**src/rtl/joker_ts_ingest_mc.sv**
```systemverilog
// Round-robin drain of NCH USB bulk OUT buffers into the shared TS FIFO,
// with per-channel 188-byte packet alignment tracking and event counters.
module joker_ts_ingest_mc #(
  parameter int NCH        = 2,
  parameter int LEN_W      = 11,
  parameter int RD_LAT     = 2,
  parameter int CLK_PER_MS = 60000,
  parameter int TIMEOUT_MS = 100
) (
  input  logic                 clk,
  input  logic                 reset,
  input  logic [NCH-1:0]       buf_hasdata,
  input  logic [NCH*LEN_W-1:0] buf_len,
  input  logic [NCH*8-1:0]     buf_q,
  output logic [NCH*LEN_W-1:0] buf_addr,
  output logic [NCH-1:0]       buf_arm,
  input  logic [NCH-1:0]       buf_arm_ack,
  output logic [7:0]           ts_data,
  output logic [2:0]           ts_chan,
  output logic                 ts_sop,
  output logic                 ts_writereq,
  input  logic                 ts_almost_full,
  output logic [29:0]          total_bytes,
  output logic [15:0]          sync_err_cnt,
  output logic [15:0]          timeout_cnt,
  output logic                 active
);
  localparam int IW = (NCH > 1) ? $clog2(NCH) : 1;
  localparam int CW = (CLK_PER_MS > 1) ? $clog2(CLK_PER_MS) : 1;
  localparam logic [7:0] SYNC = 8'h47;

  typedef enum logic [2:0] {
    S_IDLE, S_ARB, S_RDWAIT, S_WRITE, S_GAP, S_FINISH
  } state_t;

  state_t                    state_q, state_d;
  logic [IW-1:0]             gnt_q, gnt_d, last_q, last_d;
  logic [LEN_W-1:0]          len_q, len_d, proc_q, proc_d;
  logic [7:0]                ms_q, ms_d;
  logic [CW-1:0]             ms_cnt_q, ms_cnt_d;
  logic [2:0]                rd_cnt_q, rd_cnt_d;
  logic [NCH-1:0][7:0]       off_q, off_d;
  logic [NCH-1:0][LEN_W-1:0] addr_q, addr_d;
  logic [NCH-1:0]            arm_q, arm_d, ack_prev_q;
  logic [7:0]                data_q, data_d;
  logic [2:0]                chan_q, chan_d;
  logic                      sop_q, sop_d, wr_q, wr_d;
  logic [29:0]               total_q, total_d;
  logic [15:0]               sync_q, sync_d, tmo_q, tmo_d;

  logic [NCH-1:0][LEN_W-1:0] len_v;
  logic [NCH-1:0][7:0]       q_v;
  logic [7:0]                cur_byte, cur_off;
  logic                      ack_fall, found;
  logic [IW-1:0]             pick;

  assign len_v    = buf_len;
  assign q_v      = buf_q;
  assign cur_byte = q_v[gnt_q];
  assign cur_off  = off_q[gnt_q];
  assign ack_fall = ack_prev_q[gnt_q] & ~buf_arm_ack[gnt_q];

  function automatic logic [IW-1:0] rr_idx(input logic [IW-1:0] base, input int unsigned k);
    return IW'((32'(base) + k) % 32'(NCH));
  endfunction

  // First requester after the last served channel wins.
  always_comb begin
    found = 1'b0;
    pick  = last_q;
    for (int unsigned k = 1; k <= NCH; k++) begin
      if (!found && buf_hasdata[rr_idx(last_q, k)]) begin
        found = 1'b1;
        pick  = rr_idx(last_q, k);
      end
    end
  end

  always_comb begin
    state_d  = state_q;
    gnt_d    = gnt_q;
    last_d   = last_q;
    len_d    = len_q;
    proc_d   = proc_q;
    rd_cnt_d = rd_cnt_q;
    off_d    = off_q;
    addr_d   = addr_q;
    arm_d    = arm_q;
    data_d   = data_q;
    chan_d   = chan_q;
    sop_d    = 1'b0;
    wr_d     = 1'b0;
    total_d  = total_q;
    sync_d   = sync_q;
    tmo_d    = tmo_q;
    if (ms_cnt_q == CW'(CLK_PER_MS - 1)) begin
      ms_cnt_d = '0;
      ms_d     = (ms_q == 8'hFF) ? ms_q : ms_q + 8'd1;
    end else begin
      ms_cnt_d = ms_cnt_q + 1'b1;
      ms_d     = ms_q;
    end

    case (state_q)
      S_IDLE: if (|buf_hasdata) state_d = S_ARB;
      S_ARB: begin
        if (!found) begin
          state_d = S_IDLE;
        end else begin
          gnt_d        = pick;
          len_d        = len_v[pick];
          addr_d[pick] = '0;
          proc_d       = '0;
          ms_d         = '0;
          ms_cnt_d     = '0;
          state_d      = (len_v[pick] == '0) ? S_FINISH : S_RDWAIT;
        end
      end
      S_RDWAIT: begin
        if (rd_cnt_q == 3'(RD_LAT - 1)) begin
          rd_cnt_d = '0;
          state_d  = S_WRITE;
        end else begin
          rd_cnt_d = rd_cnt_q + 3'd1;
        end
      end
      S_WRITE: begin
        if (proc_q == len_q) begin
          state_d = S_FINISH;
        end else if (ms_q >= 8'(TIMEOUT_MS)) begin
          tmo_d   = (tmo_q == 16'hFFFF) ? tmo_q : tmo_q + 16'd1;
          state_d = S_FINISH;
        end else if (!ts_almost_full) begin
          data_d        = cur_byte;
          chan_d        = 3'(gnt_q);
          wr_d          = 1'b1;
          proc_d        = proc_q + 1'b1;
          total_d       = total_q + 30'd1;
          addr_d[gnt_q] = addr_q[gnt_q] + 1'b1;
          // Offset 0 without a sync byte stays in hunt mode.
          if (cur_off == 8'd0) begin
            if (cur_byte == SYNC) begin
              sop_d        = 1'b1;
              off_d[gnt_q] = 8'd1;
            end else begin
              sync_d = (sync_q == 16'hFFFF) ? sync_q : sync_q + 16'd1;
            end
          end else begin
            off_d[gnt_q] = (cur_off == 8'd187) ? '0 : cur_off + 8'd1;
          end
          state_d = S_GAP;
        end
      end
      S_GAP: state_d = (proc_q == len_q) ? S_WRITE : S_RDWAIT;
      S_FINISH: begin
        if (ack_fall) begin
          arm_d[gnt_q] = 1'b0;
          last_d       = gnt_q;
          state_d      = S_IDLE;
        end else begin
          arm_d[gnt_q] = 1'b1;
        end
      end
      default: state_d = S_IDLE;
    endcase
  end

  always_ff @(posedge clk) begin
    if (reset) begin
      state_q    <= S_IDLE;
      gnt_q      <= '0;
      last_q     <= IW'(NCH - 1);
      len_q      <= '0;
      proc_q     <= '0;
      ms_q       <= '0;
      ms_cnt_q   <= '0;
      rd_cnt_q   <= '0;
      off_q      <= '0;
      addr_q     <= '0;
      arm_q      <= '0;
      ack_prev_q <= '0;
      data_q     <= '0;
      chan_q     <= '0;
      sop_q      <= 1'b0;
      wr_q       <= 1'b0;
      total_q    <= '0;
      sync_q     <= '0;
      tmo_q      <= '0;
    end else begin
      state_q    <= state_d;
      gnt_q      <= gnt_d;
      last_q     <= last_d;
      len_q      <= len_d;
      proc_q     <= proc_d;
      ms_q       <= ms_d;
      ms_cnt_q   <= ms_cnt_d;
      rd_cnt_q   <= rd_cnt_d;
      off_q      <= off_d;
      addr_q     <= addr_d;
      arm_q      <= arm_d;
      ack_prev_q <= buf_arm_ack;
      data_q     <= data_d;
      chan_q     <= chan_d;
      sop_q      <= sop_d;
      wr_q       <= wr_d;
      total_q    <= total_d;
      sync_q     <= sync_d;
      tmo_q      <= tmo_d;
    end
  end

  assign buf_addr     = addr_q;
  assign buf_arm      = arm_q;
  assign ts_data      = data_q;
  assign ts_chan      = chan_q;
  assign ts_sop       = sop_q;
  assign ts_writereq  = wr_q;
  assign total_bytes  = total_q;
  assign sync_err_cnt = sync_q;
  assign timeout_cnt  = tmo_q;
  assign active       = (state_q != S_IDLE);

endmodule

```
**config.mk**
```make
export PLATFORM = sky130hd
export DESIGN_NAME = joker_ts_ingest_mc
export DESIGN_NICKNAME = d
export VERILOG_FILES = /design/src/rtl/joker_ts_ingest_mc.sv
export SDC_FILE = /design/constraint.sdc
export NUM_CORES = 1
export LEC_CHECK = 0
export BUFFER_PORTS_ARGS = -buffer_cell sky130_fd_sc_hd__buf_2
export CAP_MARGIN = 20
export CORE_ASPECT_RATIO = 0.7
export CORE_MARGIN = 2
export CORE_UTILIZATION = 55
export DETAILED_ROUTE_END_ITERATION = 7
export PLACE_DENSITY_LB_ADDON = 0.12
export SLEW_MARGIN = 20
export SYNTH_ARGS = -nofsm -noshare
export SYNTH_HDL_FRONTEND = slang
export SYNTH_SLANG_ARGS = --single-unit
```
**constraint.sdc**
```tcl
create_clock -name clk -period 5.3 [get_ports clk]
set_clock_uncertainty 0.1 [all_clocks]
set_input_delay 1.325 -clock clk [delete_from_list [all_inputs] [get_ports clk]]
set_output_delay 1.325 -clock clk [all_outputs]
set_load 0.05 [all_outputs]
```
# == After elaboration in Yosys (flattened, before gate mapping) ==
# Index checks and enable logic that the tools add are counted.
# word_totals
ff_bits,169
inputBits,45
output_inout_bits,100
wordCells,163
# op_classes
n_addsub,11
n_lt_le_gt_ge,7
n_eq_ne,22
muxes,64
n_bitwise,18
n_reduce_logical,20
# op_table
operator,count
11-bit two-way mux,10
22-bit two-way mux,4
16-bit two-way mux,5
8-bit two-way mux,10
"16-bit by 1-bit adder with 16-bit output, second input constant",3
"16-bit equality test, second input constant",3
22-bit case mux with 2 select lines,1
"30-bit by 1-bit adder with 30-bit output, second input constant",1
3-bit two-way mux,9
"11-bit by 1-bit adder with 11-bit output, second input constant",2
22-bit bitwise AND,1
22-bit bitwise mux,1
11-bit demux with 1-bit select,2
22-bit inverter,1
11-bit case mux with 2 select lines,1
3-bit case mux with 6 select lines,1
"8-bit by 1-bit adder with 8-bit output, second input constant",2
16-bit bitwise mux,1
"8-bit equality test, second input constant",2
1-bit two-way mux,16
14-bit bitwise AND,1
"2-bit != test, second input constant",7
14-bit inverter,1
4-bit AND reduction,3
other kinds (33),54

# == Logic depth before layout (Yosys ltp) ==
# Gate-level depths: netlist (run 1).
# depth
depth_word,15
depth_mapped,17
mapped_depth_nobuf,8

# == Worst setup path after synthesis (run 1) ==
# No wires, ideal clock.
# synth_timing
path_type,flip-flop to flip-flop
from,register gnt_q
to,register sync_q[12] (netlist: sync_err_cnt[12])
setup_ns,0.121
t_arrival_ns,4.025
t_required_ns,5.079
path_slack_ns,1.054
path_stages_with_launch,17
n_path_buf,8
period_less_slack_ns,4.246
path_cell_list,dfxtp_1 -> buf_2 -> buf_2 -> buf_2 -> buf_1 -> clkbuf_1 -> mux2i_1 -> ha_1 -> nor4bb_1 -> a22oi_1 -> or2_0 -> buf_2 -> or3_1 -> buf_2 -> buf_6 -> nor4_1 -> mux2_2
# synth_between
elab_chain_len,5
word_cells_on_any_way,8
classes_between,eq/ne (1); mux (4); bitwise (1); reduce/logical (2)
# synth_rtl
item,line,text
start: declaration,37,"logic [IW-1:0] gnt_q, gnt_d, last_q, last_d;"
start signal: assignment,191,gnt_q <= gnt_d;
8-bit two-way mux (not written as such) (2 in a row),59,assign cur_byte = q_v[gnt_q];
8-bit by 7-bit equality test with 1-bit output,142,if (cur_byte == SYNC) begin
1-bit inverter (no source line),-,
7-bit AND reduction (no source line) *,-,
end signal: assignment,207,sync_q <= sync_d;
end: declaration,49,"logic [15:0] sync_q, sync_d, tmo_q, tmo_d;"
# Every way passes the cells marked *; elsewhere a longest branch is shown, timed or not. The select of a mux whose other input is x is not followed.
# A chain may end at the register's enable or synchronous reset.

# == Final worst setup path (run 1) ==
# Ends and elaborated chain as after synthesis.

==> flow_summary.yaml, run 1 <==
global_routing:
  met2_usage: 0.373
  grt_pass1_wl_mm: 35.0
  top_usage_layer: "met1"
  grt_pass1_vias: 6801
  overflow: 0
  grt_start_max_net_pins: 63
  gr-usage-met1: 0.394
  grt_use_total: 0.259
  antenna_found_initial: 0
  gr-usage-met3: 0.0537
setup_path:
  slowest_delay_ns: 0.74
  crit_required_ns: 5.52
  crit_path_end_kind: "flop"
  cp_slowest_cell: "or3_1"
  arrival_ns: 3.89
  worstSetupPathType: "flop to flop"
  reg2reg_slack_ns: 1.63
  crit_chain: "buf_4, mux2i_1, ha_1, nor4bb_1, a22oi_1, or2_0, or3_1, nor4_1, mux2_2"
  crit_path_max_fanout: 30
  startpoint_type: "flop"
detailed_routing:
  wl_mm: 21.7
  antenna_left: 0
  drt-initial-drc-count: 586
  num_vias: 7858
  vias_per_cell: 5.86
  drc: 0
  wire_per_inst_um: 16.2
  drt-pass1-iter-count: 6
sta:
  fin_tns_setup_ns: 0
  worst_slew_pin_slew_ns: 1.05
  setup_viol: 0
  rsz0062_at_grt: "false"
  finalCritPeriodShare: 0.692
  fmax_mhz: 273
  finalCriticalPeriod_ns: 3.67
  worst_slack_ns: 1.63
  slew_headroom: 0.302
  slew_viol_final: 0
  hold_viol_final: 0
layout:
  antenna_cells: 0
  drive_gt1_frac: 0.178
  syn_to_final_growth_pct: 17.2
  nets: 1182
cts:
  cts-resized-gates: 0
  clock_path_buffers: 2
  cts.sinks: 169
  clock_latency_ns: 0.43
  holdBufCountCts: 0
  cts_root_buf: "clkbuf_16"
  postCtsSetupRepairBufs: 0
  cts_buffers: 17
  htree_levels: 4
  clkSlewWorstSetupHoldPaths_ns: 0.07
  cts_tree: "done"
power_and_ir_drop:
  vdd_drop_max_uv: 219
  power_density_nw_per_um2: 357
  p_leak_uw: 0.00400
logic_synthesis:
  mappedNetlistArea_um2: 8520
  synth.largest_area_cell: "dfxtp_1"
  synth-edff-count: 0
  synth_seq_cells: 169
  synth_common_cells: "dfxtp_1 (169), nor2_1 (136), nand2_1 (75)"
  yosys.area.top_type_share: 0.397
  synth.yosys.seq_area_share: 0.397
  syn-instance-count: 1018
  synth.most_common_cell: "dfxtp_1"
  syn_avg_cell_area_um2: 8.37
  synthTopCellsByArea: "dfxtp_1 (40%), nor2_1 (6.0%), xor2_1 (5.9%)"
  ys_warn_count: 0
  synthFlopType: "dfxtp_1"
  async_reset_ff_frac: 0
  synthDistinctLibCells: 65
die:
  ios: 145
  die_w_um: 153
  row_count: 38
  start_util: 0.557
  dieArea_um2: 16500
  die_h_um: 108
  core_um2: 15300
placed_design:
  dp_slack_ns: 1.37
  place_congestion: 0.911
  hpwl_mm: 15.1
  port_buffers: 142
run_status:
  status: "finished clean"
run:
  maxCapViolCount: 0
min_path:
  hold_path_class: "flop to flop"
==> state kept, by name (all words and copies together) (netlist names), named ones only <==
signal	flops
ts_writereq	1
rd_cnt_q	3
gnt_q	1
last_q	1
buf_addr	22
total_bytes	30
timeout_cnt	16
ms_q	8
sync_err_cnt	16
ack_prev_q	2
ts_sop	1
ts_chan	1
ts_data	8
proc_q	11
ms_cnt_q	16
len_q	11
state_q	3
off_q	16
==> logic make-up after synthesis <==
kind of cell / after synthesis / synth area share
and+or+nand+nor: 451 / 0.274
AOI/OAI and AO/OA: 194 / 0.150
DFF: 169 / 0.397
buffers and inverters: 77 / 0.0374
xor gates and xnor gates: 73 / 0.0750
muxes: 43 / 0.0518
adders and majority gates: 10 / 0.0147
other: 1 / 0.000440
==> routing by layer <==
layer / share of wire / wire length, µm
met1: 0.51 / 11100
met2: 0.42 / 9110
met3: 0.060 / 1300
met4: 0.010 / 218
met5: 0 / 0
==> power breakdown <==
| part | total (µW) | internal (µW) | switching, µW |
|---|---|---|---|
| clock network | 1470 | 954 | 517 |
| registers | 1410 | 1340 | 77.2 |
| logic | 687 | 211 | 476 |
| total | 3570 | 2500 | 1070 |
==> metrics by stage <==
| stage | util | hold WS, ns | power [µW] | cells | area, µm² |
|---|---|---|---|---|---|
| 2_1_floorplan | - | 0.326 | 1950 | 1019 | 8530 |
| 3_3_place_gp | 0.607 | 0.341 | 2100 | 1308 | 9290 |
| 3_5_place_dp | 0.607 | 0.347 | 2110 | 1308 | 9290 |
| 4_1_cts | 0.653 | 0.361 | 3570 | 1340 | 9990 |
| 5_1_grt | 0.653 | 0.391 | 3710 | 1340 | 9990 |
| 6_report | 0.653 | 0.359 | 3570 | 1340 | 9990 |
==> critical path: cells and delay by family (launching register included) <==
| family | cells | cell delay (ns) |
|---|---|---|
| AOI/OAI and AO/OA | 1 | 0.11 |
| adders and majority gates | 1 | 0.22 |
| buffers and inverters | 1 | 0.36 |
| DFF | 1 | 0.32 |
| muxes | 2 | 0.69 |
| and+or+nand+nor | 4 | 1.74 |
==> cell usage in the layout (no fill, tap or decap), types with 17 or more instances in the layout <==
cell,Yosys,final
dfxtp_1,169,168
buf_2,12,141
nor2_1,136,136
nand2_1,75,75
xor2_1,57,57
nand3_1,57,57
a21oi_1,53,53
o21ai_0,35,35
mux2i_1,34,34
and3_1,28,28
nand4_1,26,26
or3_1,22,22
a22oi_1,21,21
a211oi_1,21,21
inv_1,17,17
clkbuf_16,0,17
==> cell type report <==
cell class | instances | area [µm²]
fillers | 1327 | 5320
multi-input cells | 773 | 4830
flip-flops and latches | 169 | 3380
repair buffers | 149 | 766
clock buffers | 19 | 453
well taps | 200 | 250
clock inverters | 13 | 246
inverters | 17 | 63.8
==> worst paths after layout <==
check | from | to | cells after the start
max | gnt_q | sync_err_cnt[12] | 9
max reg2reg | gnt_q | sync_err_cnt[12] | 9
min | ms_cnt_q[0] | ms_cnt_q[0] | 1
min reg2reg | ms_cnt_q[0] | ms_cnt_q[0] | 1
Power figures use the tool's default switching activity.
==> inputs of run 2 (changes only) <==
Clock period 5.3 ns to 3.5 ns, I/O delays scaled along.
==> run 2 against run 1 <==
Effect of this change:
- wire length grew 0.84%
- worst hold slack better by 0.0069 ns
- utilization down 0.20 points
- non-clock buffer count up 11
==> flow_summary.yaml, run 2 (synthesis results as in run 1) <==
detailed_routing:
  antenna_left: 0
  num_vias: 7939
  wire_per_inst_um: 16.2
  met2_length_mm: 8.90
  wl_met1_mm: 10.9
  vias_per_cell: 5.88
  drc: 0
  drt-pass1-iter-count: 5
  wl_met3_mm: 1.85
  wl_mm: 21.9
  highest_layer: "met4"
  drt-initial-drc-count: 636
die:
  die_w_um: 153
  start_util: 0.557
  core_um2: 15300
  dieArea_um2: 16500
  row_count: 38
  ios: 145
  die_h_um: 108
cts:
  clock_path_buffers: 2
  htree_levels: 4
  cts_tree: "done"
  cts_buffers: 17
  holdBufCountCts: 0
  clock_latency_ns: 0.42
  cts_root_buf: "clkbuf_16"
  clkSlewWorstSetupHoldPaths_ns: 0.07
  cts-resized-gates: 0
  cts.sinks: 169
  postCtsSetupRepairBufs: 0
global_routing:
  grt_use_total: 0.262
  grt_start_max_net_pins: 40
  overflow: 0
  antenna_found_initial: 0
  grt_pass1_wl_mm: 35.3
  grt_pass1_vias: 6903
setup_path:
  arrival_ns: 3.38
  crit_required_ns: 3.72
  r2r_start: "gnt_q"
  crit_path_end_kind: "flop"
  r2r_cells: 8
  cp_slowest_cell: "or3_1"
  startpoint_type: "flop"
  worstSetupPathType: "flop to flop"
  timing.rr.end: "sync_err_cnt[12]"
  crit_path_max_fanout: 25
  reg2reg_slack_ns: 0.33
  startpoint: "gnt_q"
  crit_chain: "mux2i_2, ha_1, nor4bb_1, a22oi_1, or2_0, or3_1, nor4_2, mux2_2"
  slowest_delay_ns: 0.70
layout:
  syn_to_final_growth_pct: 16.9
  nets: 1193
  postLayoutCellArea_um2: 9960
  ff_latch_area_um2: 3380
  drive_gt1_frac: 0.188
  antenna_cells: 0
  largest_reg_flops: 30
  final_common_cell: "dfxtp_1"
  multi_input_area_um2: 4840
  stdcell_count: 1351
  fill_cells: 1312
  layout_common_cells: "dfxtp_1 (168), buf_2 (141), nor2_1 (136)"
sta:
  fmax_mhz: 316
  setup_viol: 0
  finalCriticalPeriod_ns: 3.17
  worst_slack_ns: 0.333
  slew_headroom: 0.491
  fin_tns_setup_ns: 0
  rsz0062_at_grt: "false"
  slew_viol_final: 0
  hold_viol_final: 0
  worst_slew_pin_slew_ns: 0.763
  finalCritPeriodShare: 0.905
placed_design:
  hpwl_mm: 15.7
  dp_cells: 1319
  dp_slack_ns: 0.367
  place_area_um2: 9390
  place_congestion: 0.940
  port_buffers: 142
run_status:
  status: "finished clean"
power_and_ir_drop:
  power_density_nw_per_um2: 508
  vdd_drop_max_uv: 357
  p_leak_uw: 0.00398
min_path:
  hp-start: "ms_cnt_q[0]"
  hold_path_class: "flop to flop"
  hold_depth: 1
  min_to: "ms_cnt_q[0]"
run:
  maxCapViolCount: 0
-- run 2: cell types whose count changed in the layout (fill, tap and decap cells not counted) --
cell | before | now
buf_4 | 8 | 19
bufinv_16 | 7 | 1
clkbuf_8 | 2 | 1
clkinv_2 | 4 | 0
clkinv_4 | 1 | 2
clkinvlp_4 | 1 | 5
inv_6 | 0 | 6
mux2i_1 | 34 | 33
mux2i_2 | 0 | 1
nor4_1 | 12 | 11
nor4_2 | 0 | 1
-- run 2: worst max-delay path, delay by kind of cell (launching register included) --
kind | cells | cell delay [ns]
AO/OA/AOI/OAI | 1 | 0.14
adder cells (fa/ha/maj) | 1 | 0.20
flip-flops | 1 | 0.43
multiplexers | 2 | 0.64
AND/OR/NAND/NOR | 4 | 1.54
-- run 2: area by class of cell --
class | count | area share
inverters | 17 | 0.00640
clock buffers | 18 | 0.0441
flip-flops and latches | 169 | 0.340
repair buffers | 160 | 0.0851
multi-input cells | 773 | 0.486
clock inverters | 14 | 0.0138
well taps | 200 | 0.0251
-- run 2: stage by stage --
step                      hold WS (ns)  total power (µW)  utilization
after floorplan                  0.326              2990            -
after global placement           0.338              3220        0.613
after detailed placement         0.357              3230        0.613
after CTS                        0.373              5070        0.651
after global routing             0.383              5290        0.651
final                            0.366              5060        0.651
-- run 2: per-layer routing --
layer / global-route usage / vias up
met4: 0.0450 / 0
met5: 0 / -
met3: 0.0677 / 16
li1: - / 3945
met2: 0.372 / 297
met1: 0.400 / 3681
-- run 2: power by group --
group | switching, µW | internal [µW]
combinational | 728 | 341
sequential | 121 | 2020
clock | 835 | 1010
total | 1680 | 3380
-- run 2: worst max-delay path by stage --
| stage | endpoint | slack [ns] |
|---|---|---|
| 2_1_floorplan | sync_err_cnt[12] | 0.02 |
| 3_3_place_gp | sync_err_cnt[12] | 0.40 |
| 3_5_place_dp | sync_err_cnt[7] | 0.37 |
| 4_1_cts | sync_err_cnt[12] | 0.36 |
| 5_1_grt | sync_err_cnt[5] | 0.09 |
| 6_report | sync_err_cnt[12] | 0.33 |
